--- config.mk ---
export PLATFORM = sky130hd
export DESIGN_NAME = multi_tc
export DESIGN_NICKNAME = d
export VERILOG_FILES = /design/src/rtl/multi_tc.sv
export SDC_FILE = /design/constraint.sdc
export NUM_CORES = 1
export LEC_CHECK = 0
export CAP_MARGIN = 20
export CORE_UTILIZATION = 50
export CTS_BUF_LIST = sky130_fd_sc_hd__clkbuf_4 sky130_fd_sc_hd__clkbuf_8 sky130_fd_sc_hd__clkbuf_16
export DETAILED_ROUTE_END_ITERATION = 10
export PLACE_DENSITY = 0.71
export RECOVER_POWER = 100
export SLEW_MARGIN = 5
export SYNTH_ARGS = -nofsm -noshare
export SYNTH_HDL_FRONTEND = slang
export SYNTH_SLANG_ARGS = --single-unit
--- constraint.sdc ---
create_clock -name clk -period 4 [get_ports clk]
set_clock_uncertainty 0.05 [all_clocks]
set_input_delay 0.8 -clock clk [delete_from_list [all_inputs] [get_ports clk]]
set_output_delay 0.8 -clock clk [all_outputs]
set_load 0.02 [all_outputs]
--- src/rtl/multi_tc.sv ---
// multi_tc: a bank of NCH independent down-counting timer channels behind a
// word-addressed register port.
//
// Ports
//   clk      system clock; all state changes on the rising edge
//   reset    synchronous active-low reset (0 = reset)
//   Addr     word address [31:2]; Addr[3:2] register select, Addr[6:4] channel
//   WE       write enable for the addressed register
//   Din      write data
//   Dout     read data for the addressed register (combinational from Addr)
//   IRQ      per-channel interrupt request, PEND & IM, registered
//   IRQ_any  OR of all IRQ bits, registered
//
// Register map per channel
//   00 CTRL   [0] EN, [2:1] MODE (01 auto-reload, else one-shot), [3] IM, [7:4] PS
//   01 PRESET reload value, WIDTH bits
//   10 COUNT  current count, read-only
//   11 STATUS [0] PEND (write 1 to clear), [2:1] channel state
module multi_tc #(
   parameter int NCH   = 4,
   parameter int WIDTH = 32
) (
   input  logic           clk,
   input  logic           reset,
   input  logic [31:2]    Addr,
   input  logic           WE,
   input  logic [31:0]    Din,
   output logic [31:0]    Dout,
   output logic [NCH-1:0] IRQ,
   output logic           IRQ_any
);

   typedef enum logic [1:0] {
      ST_IDLE = 2'b00,
      ST_LOAD = 2'b01,
      ST_CNT  = 2'b10,
      ST_INT  = 2'b11
   } state_t;

   localparam logic [1:0]       REG_CTRL    = 2'b00;
   localparam logic [1:0]       REG_PRESET  = 2'b01;
   localparam logic [1:0]       REG_COUNT   = 2'b10;
   localparam logic [1:0]       REG_STATUS  = 2'b11;
   localparam logic [1:0]       MODE_RELOAD = 2'b01;
   localparam logic [WIDTH-1:0] CNT_ONE     = WIDTH'(32'd1);

   logic [1:0]     regSel_s;
   logic [2:0]     chSel_s;
   logic [31:0]    rdData_s [NCH];
   logic [NCH-1:0] irqNext_s;
   logic [31:0]    dout_s;
   logic [NCH-1:0] irq_r;
   logic           irqAny_r;
   logic           unused_s;

   assign regSel_s = Addr[3:2];
   assign chSel_s  = Addr[6:4];
   // Upper address bits are not decoded; Din bits above WIDTH only matter for CTRL/STATUS
   assign unused_s = ^{Addr[31:7], Din};

   // Read mux: each channel's read word gated by its select; unpopulated channels give 0
   always_comb begin
      dout_s = 32'd0;
      for (int k = 0; k < NCH; k++) begin
         dout_s = dout_s | (rdData_s[k] & {32{chSel_s == 3'(k)}});
      end
   end

   assign Dout    = dout_s;
   assign IRQ     = irq_r;
   assign IRQ_any = irqAny_r;

   // Interrupt outputs registered from the PEND/IM values each channel takes this edge
   always_ff @(posedge clk) begin
      if (!reset) begin
         irq_r    <= {NCH{1'b0}};
         irqAny_r <= 1'b0;
      end else begin
         irq_r    <= irqNext_s;
         irqAny_r <= |irqNext_s;
      end
   end

   for (genvar i = 0; i < NCH; i++) begin : gCh
      logic             en_r;
      logic             im_r;
      logic             pend_r;
      logic [1:0]       mode_r;
      logic [3:0]       ps_r;
      logic [WIDTH-1:0] preset_r;
      logic [WIDTH-1:0] count_r;
      logic [14:0]      psCnt_r;
      state_t           state_r;

      logic             wrCtrl_s;
      logic             wrPreset_s;
      logic             wrStatus_s;
      logic             enWr_s;
      logic             imNext_s;
      logic             pendNext_s;
      logic             tick_s;
      logic [14:0]      psMax_s;
      logic [31:0]      rd_s;

      // Write strobes and the CTRL/STATUS values this channel takes on the coming edge
      always_comb begin
         wrCtrl_s   = WE && (chSel_s == 3'(i)) && (regSel_s == REG_CTRL);
         wrPreset_s = WE && (chSel_s == 3'(i)) && (regSel_s == REG_PRESET);
         wrStatus_s = WE && (chSel_s == 3'(i)) && (regSel_s == REG_STATUS);
         if (wrCtrl_s) begin
            enWr_s   = Din[0];
            imNext_s = Din[3];
         end else begin
            enWr_s   = en_r;
            imNext_s = im_r;
         end
         // Leaving INT sets PEND, and that beats a write-1-to-clear on the same edge
         if (state_r == ST_INT) begin
            pendNext_s = 1'b1;
         end else if (wrStatus_s && Din[0]) begin
            pendNext_s = 1'b0;
         end else begin
            pendNext_s = pend_r;
         end
         psMax_s = (15'd1 << ps_r) - 15'd1;
         // >= keeps the prescaler from running away if PS shrinks mid-count
         tick_s  = (psCnt_r >= psMax_s);
      end

      // Read word for this channel
      always_comb begin
         case (regSel_s)
            REG_CTRL:   rd_s = {24'd0, ps_r, im_r, mode_r, en_r};
            REG_PRESET: rd_s = 32'(preset_r);
            REG_COUNT:  rd_s = 32'(count_r);
            REG_STATUS: rd_s = {29'd0, state_r, pend_r};
            default:    rd_s = 32'd0;
         endcase
      end

      assign rdData_s[i]  = rd_s;
      assign irqNext_s[i] = pendNext_s & imNext_s;

      // Channel registers and timer state machine
      always_ff @(posedge clk) begin
         if (!reset) begin
            en_r     <= 1'b0;
            im_r     <= 1'b0;
            pend_r   <= 1'b0;
            mode_r   <= 2'b00;
            ps_r     <= 4'd0;
            preset_r <= {WIDTH{1'b0}};
            count_r  <= {WIDTH{1'b0}};
            psCnt_r  <= 15'd0;
            state_r  <= ST_IDLE;
         end else begin
            en_r   <= enWr_s;
            im_r   <= imNext_s;
            pend_r <= pendNext_s;
            if (wrCtrl_s) begin
               mode_r <= Din[2:1];
               ps_r   <= Din[7:4];
            end
            if (wrPreset_s) begin
               preset_r <= Din[WIDTH-1:0];
            end
            case (state_r)
               // IDLE looks at the EN being written, so the load lands one edge after the enable write
               ST_IDLE: begin
                  if (enWr_s) begin
                     state_r <= ST_LOAD;
                  end
               end
               ST_LOAD: begin
                  if (!en_r) begin
                     state_r <= ST_IDLE;
                  end else begin
                     count_r <= preset_r;
                     psCnt_r <= 15'd0;
                     state_r <= ST_CNT;
                  end
               end
               ST_CNT: begin
                  if (!en_r) begin
                     state_r <= ST_IDLE;
                  end else if (tick_s) begin
                     psCnt_r <= 15'd0;
                     if (count_r > CNT_ONE) begin
                        count_r <= count_r - CNT_ONE;
                     end else begin
                        count_r <= {WIDTH{1'b0}};
                        state_r <= ST_INT;
                     end
                  end else begin
                     psCnt_r <= psCnt_r + 15'd1;
                  end
               end
               // The mode in force when INT was reached decides the exit; one-shot clears EN
               // even if EN=1 is written on this same edge
               ST_INT: begin
                  if (mode_r == MODE_RELOAD) begin
                     state_r <= ST_LOAD;
                  end else begin
                     en_r    <= 1'b0;
                     state_r <= ST_IDLE;
                  end
               end
               default: begin
                  state_r <= ST_IDLE;
               end
            endcase
         end
      end
   end

endmodule

==> results of run 1 <==
[state kept, by name (all words and copies together) (netlist names)]
signal	count
gCh.count_r	128
gCh.preset_r	128
gCh.psCnt_r	60
gCh.ps_r	16
gCh.mode_r	8
gCh.state_r	8
IRQ	4
gCh.en_r	4
gCh.im_r	4
gCh.pend_r	4
IRQ_any	1
[cells by family (layout without fill, tap and decap cells)]
| family | Yosys count | in the layout |
|---|---|---|
| compound gates | 1005 | 1005 |
| xor+xnor | 36 | 36 |
| fa+ha+maj | 76 | 76 |
| buf+inv | 302 | 326 |
| flops | 365 | 365 |
| mux | 36 | 36 |
| simple gates | 1171 | 1171 |
[layout make-up]
cell class,instances,share of cell area
Clock inverter,7,0.00332
Clock buffer,66,0.0525
Tap cell,592,0.0289
Sequential cell,365,0.285
Inverter,47,0.00697
Timing Repair Buffer,206,0.0752
Multi-Input combinational cell,2324,0.548
[cell usage in the layout, fill, tap and decap left out, drive strengths merged, types with 30 or more instances in the layout]
| master | Yosys | final |
|---|---|---|
| nand2 | 548 | 548 |
| dfxtp | 365 | 365 |
| a21oi | 325 | 325 |
| nor2 | 180 | 180 |
| a22oi | 118 | 118 |
| buf | 31 | 117 |
| o21ai | 116 | 116 |
| nand3 | 102 | 102 |
| clkbuf | 224 | 79 |
| ha | 76 | 76 |
| nor3 | 74 | 74 |
| a31oi | 66 | 66 |
| clkdlybuf4s50 | 0 | 62 |
| nand4 | 55 | 55 |
| inv | 45 | 45 |
| a21o | 42 | 42 |
| nor4 | 40 | 40 |
| o211ai | 32 | 32 |
| a31o | 31 | 31 |
| o31ai | 30 | 30 |
[through the flow]
step / cell area, µm² / total power, mW / setup WS, ps / util / hold WS [ps]
2_1_floorplan: 22400 / 4.02 / 78.3 / - / 392
3_3_place_gp: 24100 / 4.24 / -197 / 0.544 / 408
3_5_place_dp: 24100 / 4.25 / -210 / 0.544 / 413
4_1_cts: 25600 / 8.24 / 71.4 / 0.579 / 421
5_1_grt: 25700 / 8.41 / -32.3 / 0.580 / 442
6_report: 25700 / 8.22 / 59.9 / 0.580 / 419
[worst min path at each step]
stage                             start                   to  slack (ps)
floorplan              gCh[0].mode_r[0]     gCh[0].mode_r[0]         390
global placement     gCh[0].preset_r[0]   gCh[0].preset_r[0]         410
finish               gCh[0].preset_r[0]   gCh[0].preset_r[0]         420
CTS                  gCh[0].preset_r[0]   gCh[0].preset_r[0]         420
global route        gCh[1].preset_r[14]  gCh[1].preset_r[14]         440
detailed placement   gCh[0].preset_r[0]   gCh[0].preset_r[0]         410
[where the power goes]
group / switching, mW / leakage [nW] / total [mW] / internal [mW]
clock: 1.58 / 0.725 / 4.01 / 2.43
sequential: 0.0161 / 2.94 / 3.67 / 3.65
combinational: 0.370 / 5.30 / 0.536 / 0.166
total: 1.97 / 8.97 / 8.22 / 6.25
[repair_timing]
item,CTS,global route
gates cloned,2,1
pin swaps,2,2
endpoints found under the setup margin,30,71
setup buffers,5,4
gates resized for setup,8,15
[critical path: stages]
cell	delay (ps)
dlygate4sd2_1	310
buf_6	200
nor2_4	160
buf_4	170
buf_12	160
a22oi_1	150
o221ai_1	420
clkdlybuf4s50_1	690
[per-layer routing]
layer | GRT usage | vias up | share of wire
li1 | - | 11100 | -
met1 | 0.457 | 11300 | 0.42
met2 | 0.529 | 1254 | 0.44
met3 | 0.0469 | 241 | 0.087
met4 | 0.183 | 0 | 0.054
met5 | 0 | - | 0
==> flow_metrics.tcl, run 1 <==
set metrics [dict create \
    post-route-min-period_ps 3940 \
    fin_nets 3129 \
    pin_count 102 \
    power_density_mw_per_mm2 320 \
    instances_no_fill 3607 \
    track_usage 0.340 \
    rsz0062_at_grt "true" \
    r2r_end "gCh[2].count_r[6]" \
    worstMarginPinSlew_ps 2220 \
    viasPerCell 6.63 \
    peakVddDrop_v 0.000290 \
    clockBufferDepth 3 \
    synth-seq-cells 365 \
    synth_top_family_by_area "compound AO/OA/AOI/OAI gates" \
    rrSetupSlack_ps 100 \
    required_ps 3150 \
    die-width_um 214 \
    hold_violations 0 \
    endpoint "Dout[12]" \
    finalCritPeriodShare 0.985 \
    cts_tree "yes" \
    status "finished, violations left" \
    placeableCoreArea_mm2 0.0442 \
    cts_max_level 2 \
    synth_compound_area_frac 0.300 \
    min_path_type "register to register" \
    synth.avg_cell_area_um2 7.49 \
    worstSetupPathType "input pin to output port" \
    first_pass_iters 8 \
    cts-root-buf "clkbuf_16" \
    grt_pass1_wl_mm 122 \
    numPortBuffers 76 \
    timing.fmax_ghz 0.254 \
    route.detailed.drc 0 \
    area_growth_pct 14.5 \
    setup_viol 0 \
    die_y_um 214 \
    synth_edf_count 0 \
    drtIter0Drc 2815 \
    r2r-start "gCh[2].ps_r[0]" \
    synth.most_common_cell "nand2_1" \
    slew_headroom -0.478 \
    yosysTopAreaCell "dfxtp_1" \
    synthFlopType "dfxtp_1" \
    clk_pin_slew_worst_paths_ps 60 \
    critPathLaunchType "input pin" \
    async_flop_share 0 \
    grt_start_max_net_pins 142 \
    rows 77 \
    wl_per_cell_um 22.0 \
    drtAntennaViolNets 0 \
    synthMuxAreaShare 0.0229 \
    syn_inst 2991 \
    postRouteWirelength_mm 79.3 \
    ys_top_cells_by_area "dfxtp_1, nand2_1, a21oi_1" \
    maxCapViolations 4 \
    tns_ps 0 \
    num_vias 23900 \
    initial_core_util 0.507 \
    leakage_nw 8.97 \
    critPathCaptureType "output port" \
    crit_start "Addr[3]" \
    seq_area_mm2 0.00731 \
    arrival_ps 3090 \
    violations "capacitance limit, slew limit" \
    fill_cells 4022 \
    clkLatencyLatePin_ps 570 \
    dp_cells 3522 \
    yosysTopAreaCellShare 0.326 \
    cts.sinks 365 \
    synthesis.area_mm2 0.0224 \
    die_area_mm2 0.0457 \
    antenna_found_initial 0 \
    ys_top_cells_by_count "nand2_1, dfxtp_1, a21oi_1" \
    first_global_vias 21700 \
    diodes 0 \
    overflow 0 \
    report.final.slew_viol_count 255 \
    detailed_place_hpwl_mm 55.2 \
    synthAdderAreaFrac 0.0424 \
    globalplace.congestion 0.976 \
    drive_gt1_frac 0.0965 \
    synth-simple-area-share 0.243 \
    yosysWarnings 0 \
    synth_xor_area_frac 0.0141 \
    synth_cell_type_count 90 \
    hold_buffers 0 \
    reg2regPathDepth 15 \
    multi_input_area_mm2 0.0141 \
    cts_made_buffers 44 \
    hold_path_depth 2 \
    synth_seq_area_share 0.326 \
    cp_max_fo 23 \
    syn-num-nets 3132 \
]
(Power assumes the default switching activity.)
==> run 2: changes to the inputs <==
Settings changed: CORE_ASPECT_RATIO set to 1.75.
==> run 2 against run 1 <==
Largest power group unchanged. The flow still finishes with violations (capacitance limit, slew limit). Worst hold slack improved by 4.5 ps. Core utilization rose by 0.14 points. Critical endpoint is now Dout[9]. Largest cell class unchanged. Count of clock-buffer cells in the layout fell by 14.
==> flow_metrics.tcl, run 2 (same netlist as run 1, synthesis figures left out) <==
set metrics [dict create \
    cp_max_fo 26 \
    wl_met3_mm 5.65 \
    clk_pin_slew_worst_paths_ps 60 \
    drtAntennaViolNets 0 \
    cts.sinks 365 \
    r2r_end "gCh[2].count_r[30]" \
    slowest_delay_ps 460 \
    clkLatencyLatePin_ps 550 \
    worstMarginPinSlew_ps 2090 \
    violations "capacitance limit, slew limit" \
    top_layer "met4" \
    hold_violations 0 \
    track_usage 0.355 \
    leakage_nw 9.14 \
    cts_max_level 2 \
    die_area_mm2 0.0457 \
    fill_cells 4129 \
    grt_pass1_wl_mm 126 \
    cp.depth 7 \
    wl_per_cell_um 23.0 \
    final_cell_mix "nand2_1, dfxtp_1, a21oi_1, nor2_1, buf_4" \
    setup_viol 0 \
    detailed_place_hpwl_mm 58.5 \
    arrival_ps 3060 \
    grt_start_max_net_pins 66 \
    post-route-min-period_ps 3910 \
    rows 102 \
    clockBufferDepth 3 \
    final_util 0.582 \
    critPathLaunchType "input pin" \
    r2r-start "gCh[2].ps_r[0]" \
    first_global_vias 22600 \
    p_total_mw 8.19 \
    cts_tree "yes" \
    pin_count 102 \
    hold_ws_ps 424 \
    crit_chain "clkdlybuf4s50_1, buf_4, or3_1, clkbuf_2, o22a_1, o221ai_1, dlygate4sd2_1" \
    die_y_um 282 \
    worst_slack_ps 88.4 \
    dp_cells 3540 \
    report.final.slew_viol_count 112 \
    numPortBuffers 76 \
    fin_nets 3158 \
    placeableCoreArea_mm2 0.0443 \
    globalplace.congestion 0.983 \
    postRouteWirelength_mm 83.1 \
    layout_commonest_cell "nand2_1" \
    reg2regPathDepth 16 \
    power_density_mw_per_mm2 318 \
    path_delay_family "buffers and inverters" \
    diodes 0 \
    cts_made_buffers 39 \
    viasPerCell 6.66 \
    required_ps 3150 \
    instances_no_fill 3616 \
    rrSetupSlack_ps 190 \
    slowest_stage "clkdlybuf4s50_1" \
    overflow 0 \
    timing.fmax_ghz 0.256 \
    hold_buffers 0 \
    hold_path_depth 2 \
    route.met2.wl_mm 39.5 \
    min_path_type "register to register" \
    die-width_um 162 \
    peakVddDrop_v 0.000322 \
    status "finished, violations left" \
    cp_num_buf_inv 4 \
    critPathCaptureType "output port" \
    largestRegisters "gCh.count_r (128), gCh.preset_r (128), gCh.psCnt_r (60)" \
    antenna_found_initial 0 \
    hold_start "gCh[2].preset_r[14]" \
    tns_ps 0 \
    drive_gt1_frac 0.104 \
    slew_headroom -0.395 \
    initial_core_util 0.506 \
    cts-root-buf "clkbuf_16" \
    worstSetupPathType "input pin to output port" \
    met1_length_mm 29.7 \
    finalCritPeriodShare 0.978 \
    maxCapViolations 3 \
    holdPathEnd "gCh[2].preset_r[14]" \
    drtIter0Drc 2690 \
    area_growth_pct 14.9 \
    fin_area_mm2 0.0258 \
    pre_cts_slack_ps -218 \
    route.detailed.drc 0 \
    dpl_cell_area_mm2 0.0243 \
    num_vias 24100 \
    first_pass_iters 6 \
]
## run 2: repair_timing
action	CTS	global route
buffers inserted	0	5
endpoints found under the setup margin	31	107
gates cloned	0	3
pin swaps	0	4
hold endpoints to repair	0	0
gates resized for setup	24	22
## run 2: how the worst max path moves through the flow
stage | end | from | slack [ps]
finish | Dout[9] | Addr[4] | 90
global route | gCh[3].psCnt_r[5] | gCh[3].ps_r[1] | -20
CTS | Dout[2] | Addr[3] | -140
detailed placement | Dout[8] | Addr[3] | -220
global placement | Dout[8] | Addr[3] | -210
floorplan | gCh[1].count_r[26] | gCh[1].ps_r[3] | 80
## run 2: layout make-up
class	count	area, µm²	area share
flip-flops and latches	365	7310	0.284
repair buffers	240	2110	0.0820
well taps	572	716	0.0278
inverters	47	184	0.00714
multi-input cells	2324	14100	0.546
clock inverters	16	241	0.00938
clock buffers	52	1130	0.0440
## run 2: power breakdown
group	internal, mW	leakage, nW	switching [mW]	total, mW
Combinational	0.167	5.52	0.385	0.552
Sequential	3.65	2.94	0.0155	3.66
Clock	2.38	0.679	1.59	3.97
Total	6.20	9.14	1.99	8.19
## run 2: tightest hold or removal path: stages, from the launching register on
cell and delay [ps]:
dfxtp_1 320, nand2_1 50, a21oi_1 50
## run 2: metal layers
layer / global-route usage / vias up
met1: 0.391 / 11400
met3: 0.0449 / 358
met4: 0.320 / 0
li1: - / 11100
met5: 0 / -
met2: 0.596 / 1201
